===== src/rtl/mem_wb_skid.sv =====
// mem_wb_skid: MEM->WB pipeline register built as a 2-entry skid FIFO with flush; MEM_WB_PERF_EN adds perf counters.
// Latency: payload accepted at one edge is on wb_* with out_valid after that edge (1 cycle).
// Backpressure: in_ready falls only when both entries are occupied; it depends on state alone.
module mem_wb_skid #(
    parameter int DATA_W = 32,
    parameter int ADDR_W = 5,
    parameter int LANES  = 1
) (
    input  logic                      clk,
    input  logic                      rst,
    input  logic                      flush,
    input  logic                      in_valid,
    output logic                      in_ready,
    input  logic [LANES*DATA_W-1:0]   mem_wdata,
    input  logic [LANES*ADDR_W-1:0]   mem_wd,
    input  logic [LANES-1:0]          mem_wreg,
    input  logic [DATA_W-1:0]         mem_hi,
    input  logic [DATA_W-1:0]         mem_lo,
    input  logic                      mem_whilo,
    input  logic                      mem_cp0_we,
    input  logic [ADDR_W-1:0]         mem_cp0_addr,
    input  logic [DATA_W-1:0]         mem_cp0_data,
    output logic                      out_valid,
    input  logic                      out_ready,
    output logic [LANES*DATA_W-1:0]   wb_wdata,
    output logic [LANES*ADDR_W-1:0]   wb_wd,
    output logic [LANES-1:0]          wb_wreg,
    output logic [DATA_W-1:0]         wb_hi,
    output logic [DATA_W-1:0]         wb_lo,
    output logic                      wb_whilo,
    output logic                      wb_cp0_we,
    output logic [ADDR_W-1:0]         wb_cp0_addr,
    output logic [DATA_W-1:0]         wb_cp0_data
`ifdef MEM_WB_PERF_EN
    ,
    output logic [31:0]               perf_bubble,
    output logic [31:0]               perf_bp
`endif
);

    typedef struct packed {
        logic [LANES*DATA_W-1:0] wdata;
        logic [LANES*ADDR_W-1:0] wd;
        logic [LANES-1:0]        wreg;
        logic [DATA_W-1:0]       hi;
        logic [DATA_W-1:0]       lo;
        logic                    whilo;
        logic                    cp0_we;
        logic [ADDR_W-1:0]       cp0_addr;
        logic [DATA_W-1:0]       cp0_data;
    } entry_t;

    typedef enum logic [1:0] {EMPTY = 2'd0, ONE = 2'd1, FULL = 2'd2} state_t;

    state_t state, state_nxt;
    entry_t e0, e1, e0_nxt, e1_nxt, in_ent;
    logic   push, pop;

    always_comb begin
        in_ent.wdata    = mem_wdata;
        in_ent.wd       = mem_wd;
        in_ent.wreg     = mem_wreg;
        in_ent.hi       = mem_hi;
        in_ent.lo       = mem_lo;
        in_ent.whilo    = mem_whilo;
        in_ent.cp0_we   = mem_cp0_we;
        in_ent.cp0_addr = mem_cp0_addr;
        in_ent.cp0_data = mem_cp0_data;
    end

    assign out_valid = (state != EMPTY);
    assign in_ready  = (state != FULL);
    assign push      = in_valid & in_ready;
    assign pop       = out_valid & out_ready;

    // Vacated slots are zeroed so an empty head always presents all-zero payload.
    always_comb begin
        state_nxt = state;
        e0_nxt    = e0;
        e1_nxt    = e1;
        if (flush) begin
            state_nxt = EMPTY;
            e0_nxt    = '0;
            e1_nxt    = '0;
        end else begin
            case (state)
                EMPTY: begin
                    if (push) begin
                        e0_nxt    = in_ent;
                        state_nxt = ONE;
                    end
                end
                ONE: begin
                    if (push && pop) begin
                        e0_nxt = in_ent;
                    end else if (push) begin
                        e1_nxt    = in_ent;
                        state_nxt = FULL;
                    end else if (pop) begin
                        e0_nxt    = '0;
                        state_nxt = EMPTY;
                    end
                end
                FULL: begin
                    if (pop) begin
                        e0_nxt    = e1;
                        e1_nxt    = '0;
                        state_nxt = ONE;
                    end
                end
                default: begin
                    state_nxt = EMPTY;
                    e0_nxt    = '0;
                    e1_nxt    = '0;
                end
            endcase
        end
    end

    always_ff @(posedge clk or negedge rst) begin
        if (!rst) begin
            state <= EMPTY;
            e0    <= '0;
            e1    <= '0;
        end else begin
            state <= state_nxt;
            e0    <= e0_nxt;
            e1    <= e1_nxt;
        end
    end

    assign wb_wdata    = e0.wdata;
    assign wb_wd       = e0.wd;
    assign wb_wreg     = e0.wreg & {LANES{out_valid}};
    assign wb_hi       = e0.hi;
    assign wb_lo       = e0.lo;
    assign wb_whilo    = e0.whilo & out_valid;
    assign wb_cp0_we   = e0.cp0_we & out_valid;
    assign wb_cp0_addr = e0.cp0_addr;
    assign wb_cp0_data = e0.cp0_data;

`ifdef MEM_WB_PERF_EN
    // Both counters saturate rather than wrap.
    always_ff @(posedge clk or negedge rst) begin
        if (!rst) begin
            perf_bubble <= '0;
            perf_bp     <= '0;
        end else begin
            if (!out_valid && !flush && perf_bubble != 32'hFFFF_FFFF)
                perf_bubble <= perf_bubble + 32'd1;
            if (out_valid && !out_ready && perf_bp != 32'hFFFF_FFFF)
                perf_bp <= perf_bp + 32'd1;
        end
    end
`endif

endmodule


===== config.mk =====
export PLATFORM = sky130hd
export DESIGN_NAME = mem_wb_skid
export DESIGN_NICKNAME = d
export VERILOG_FILES = /design/src/rtl/mem_wb_skid.sv
export SDC_FILE = /design/constraint.sdc
export NUM_CORES = 1
export LEC_CHECK = 0
export ABC_AREA = 1
export BUFFER_PORTS_ARGS = -buffer_cell sky130_fd_sc_hd__buf_2
export CAP_MARGIN = 30
export CELL_PAD_IN_SITES_DETAIL_PLACEMENT = 0
export CELL_PAD_IN_SITES_GLOBAL_PLACEMENT = 2
export CORE_UTILIZATION = 30
export CTS_CLUSTER_DIAMETER = 120
export CTS_CLUSTER_SIZE = 10
export DETAILED_ROUTE_END_ITERATION = 10
export PLACE_DENSITY = 0.88
export SLEW_MARGIN = 10
export SYNTH_ARGS = -nofsm -noshare
export SYNTH_HDL_FRONTEND = slang
export SYNTH_SLANG_ARGS = --single-unit
export TNS_END_PERCENT = 20

===== constraint.sdc =====
create_clock -name clk -period 3.9 [get_ports clk]
set_input_delay 0.39 -clock clk [delete_from_list [all_inputs] [get_ports clk]]
set_output_delay 0.39 -clock clk [all_outputs]
set_load 0.05 [all_outputs]

==> metrics.txt <==
status finished, final reports clean; Final Wtd Congestion approximately 0.77; data arrival time of the worst path between 2000 and 3000 ps; total gr overflow 0; clk_skew about 20 ps; number of remaining DRC errors 0; die footprint approximately 55000 um^2; most common cell after layout, fill and taps aside nand2_1; Tmin final just under 3000 ps; Root Buffer clkbuf_16; M1 WL roughly 24000 um; Core Area between 50000 and 60000 um^2; critical path endpoint category output port; Initial Utilization 30.4%; later-pin clock latency in the skew report approximately 540 ps; CP Launch Type flip-flop; initial DRC count roughly 870; first-pass GRT wire length between 80000 and 90000 um; part of the Yosys area used for sequential elements 43.5%; Ports just under 300; Rel. slew slack approximately 16%; Via Count 14.7k; clock slew at reported path FFs 70 ps; sw frac a little under 40%; Max rail drop VDD 0.236 mV; Comb power frac approximately 29%; TritonCTS Buffers 34; GRT Util Overall between 10% and 20%; Sink Count roughly 280; total power 0.00901 W; synthesized net count 2555; CTS tree built; Area contributors post-synth dfrtp_1, nand2_1, nand3_1; placed wire-length estimate 30500 um; most frequent cells in the layout nand2_1, buf_2, nand3_1, dfrtp_1, inv_1; Final period util between 70% and 80%; Routed WL 52400 um; highest routed layer met5; # rows 85; Setup CP Type flip-flop to output port; setup_tns 0 ps; fraction of layout cells with a size suffix above 1 14.9%; area delta synth->final 11.6%; Final #Nets 2608; Hold Fails Final Rpt 0; HP Class input pin to flip-flop; Die X around 240 um; syn avg cell area around 6.8 um^2; Synth area leader dfrtp_1; cell area after synthesis between 15000 and 20000 um^2; PwrDens ~490 nW/um^2; H-tree Lvls 2; WL met2 approximately 24000 um; antenna-violating nets left 0; clock share of power 32.6%; Yosys cell types 18; Req. time, crit path around 3500 ps; #FFs+latches synth approximately 280; # setup viols final 0; Ys Warns 0; fmax about 340 MHz; TritonRoute pass-1 iters 8; clock buffer depth 3; internal power between 0.005 and 0.006 W; leakage roughly 10 nW; CP Max Fanout around 40; RSZ-0062 raised after global routing false; max cap viols 0; Psw 0.00347 W; wire per inst between 15 and 20 um; largest net degree at the start of global routing 199; max-slew violation count 0; Post-Synthesis Cells around 2.4k; metal3 WL about 2500 um; Die H approximately 240 um; vias in the first global route roughly 14k; top cell type's share of synthesized area 43.5%; measured slew at the worst slew-check pin ~1300 ps; initial antenna violation count 13; sequential power share roughly two fifths; Via density around 4.6; # port buffers 288
## power groups by stage
stage | sequential (W) | combinational (W) | clock [W]
after global routing | 0.00352 | 0.00285 | 0.00314
final | 0.00348 | 0.00259 | 0.00293
after detailed placement | 0.00353 | 0.00263 | 0
after global placement | 0.00352 | 0.00258 | 0
after CTS | 0.00348 | 0.00263 | 0.00305
after floorplan | 0.00345 | 0.00213 | 0
## cells in the mapped netlist, drive strengths merged
cell    number
buf        239
nor2       151
o21ai      141
inv        231
dfrtp      284
clkbuf      59
a31oi        1
o31ai        1
nand3      284
nand2     1018
## repair_timing
action,in CTS,in global routing
endpoints found under the hold margin,85,0
buffers inserted,0,0
hold buffers,1,0
gates resized for setup,0,0
## critical path, cell delays in order, from the launching register on
cell      delay (ps)
dfrtp_1          590
clkinv_2          90
buf_4            470
buf_12           320
nand2_1          220
buf_2            310
## state kept, by name, indices dropped and copies added, names as in the netlist
name / cells
e1: 141
wb_hi: 32
state: 2
e0: 3
wb_cp0_addr: 5
wb_wdata: 32
wb_lo: 32
wb_cp0_data: 32
wb_wd: 5
## through the flow
stage / hold slack (ps) / setup WS, ps / instance area, um^2 / cells / util (%)
after global placement: 457 / 1070 / 17200 / 3117 / 31.9
after floorplan: 94.4 / 2120 / 16300 / 2409 / -
after CTS: 101 / 918 / 18200 / 3161 / 33.9
after global routing: 133 / 863 / 18200 / 3163 / 33.9
after detailed placement: 460 / 1240 / 17300 / 3121 / 32.1
final: 136 / 974 / 18200 / 3165 / 33.9
## worst paths after layout
kind | slack (ps) | cells after the start | from | to
max | 970 | 5 | state[0]$_DFFE_PN0P_ | in_ready
min | 140 | 3 | mem_cp0_data[13] | e1[13]$_DFFE_PN0P_
max reg2reg | 1250 | 6 | state[1]$_DFFE_PN0P_ | e1[95]$_DFFE_PN0P_
min reg2reg | 470 | 2 | wb_wdata[16]$_DFFE_PN0P_ | wb_wdata[16]$_DFFE_PN0P_
max in group asynchronous | 2380 | 3 | rst | e1[46]$_DFFE_PN0P_
min in group asynchronous | 470 | 2 | rst | wb_wdata[6]$_DFFE_PN0P_
## area by class of cell
cell class | count | area (um^2)
Timing Repair Buffer | 315 | 1820
Clock inverter | 1 | 8.76
Antenna cell | 4 | 10.0
Sequential cell | 284 | 7110
Fill cell | 5826 | 35600
Multi-Input combinational cell | 1596 | 6590
Tap cell | 696 | 871
Clock buffer | 38 | 930
Inverter | 231 | 882
## cells by family (layout without fill, tap and decap cells)
group	count (synthesis)	count (layout)	share of synthesized area, %
simple gates	1453	1453	35.7
buf+inv	529	585	16.4
flops	284	284	43.5
compound gates	143	143	4.40
other cells	0	4	0
## routing by layer
metal | up-vias | global-route usage, %
li1 | 7289 | -
met1 | 6980 | 24.8
met2 | 331 | 30.8
met3 | 94 | 3.76
met4 | 20 | 7.01
met5 | - | 0
Note: power is estimated with default switching activity, not from simulation.
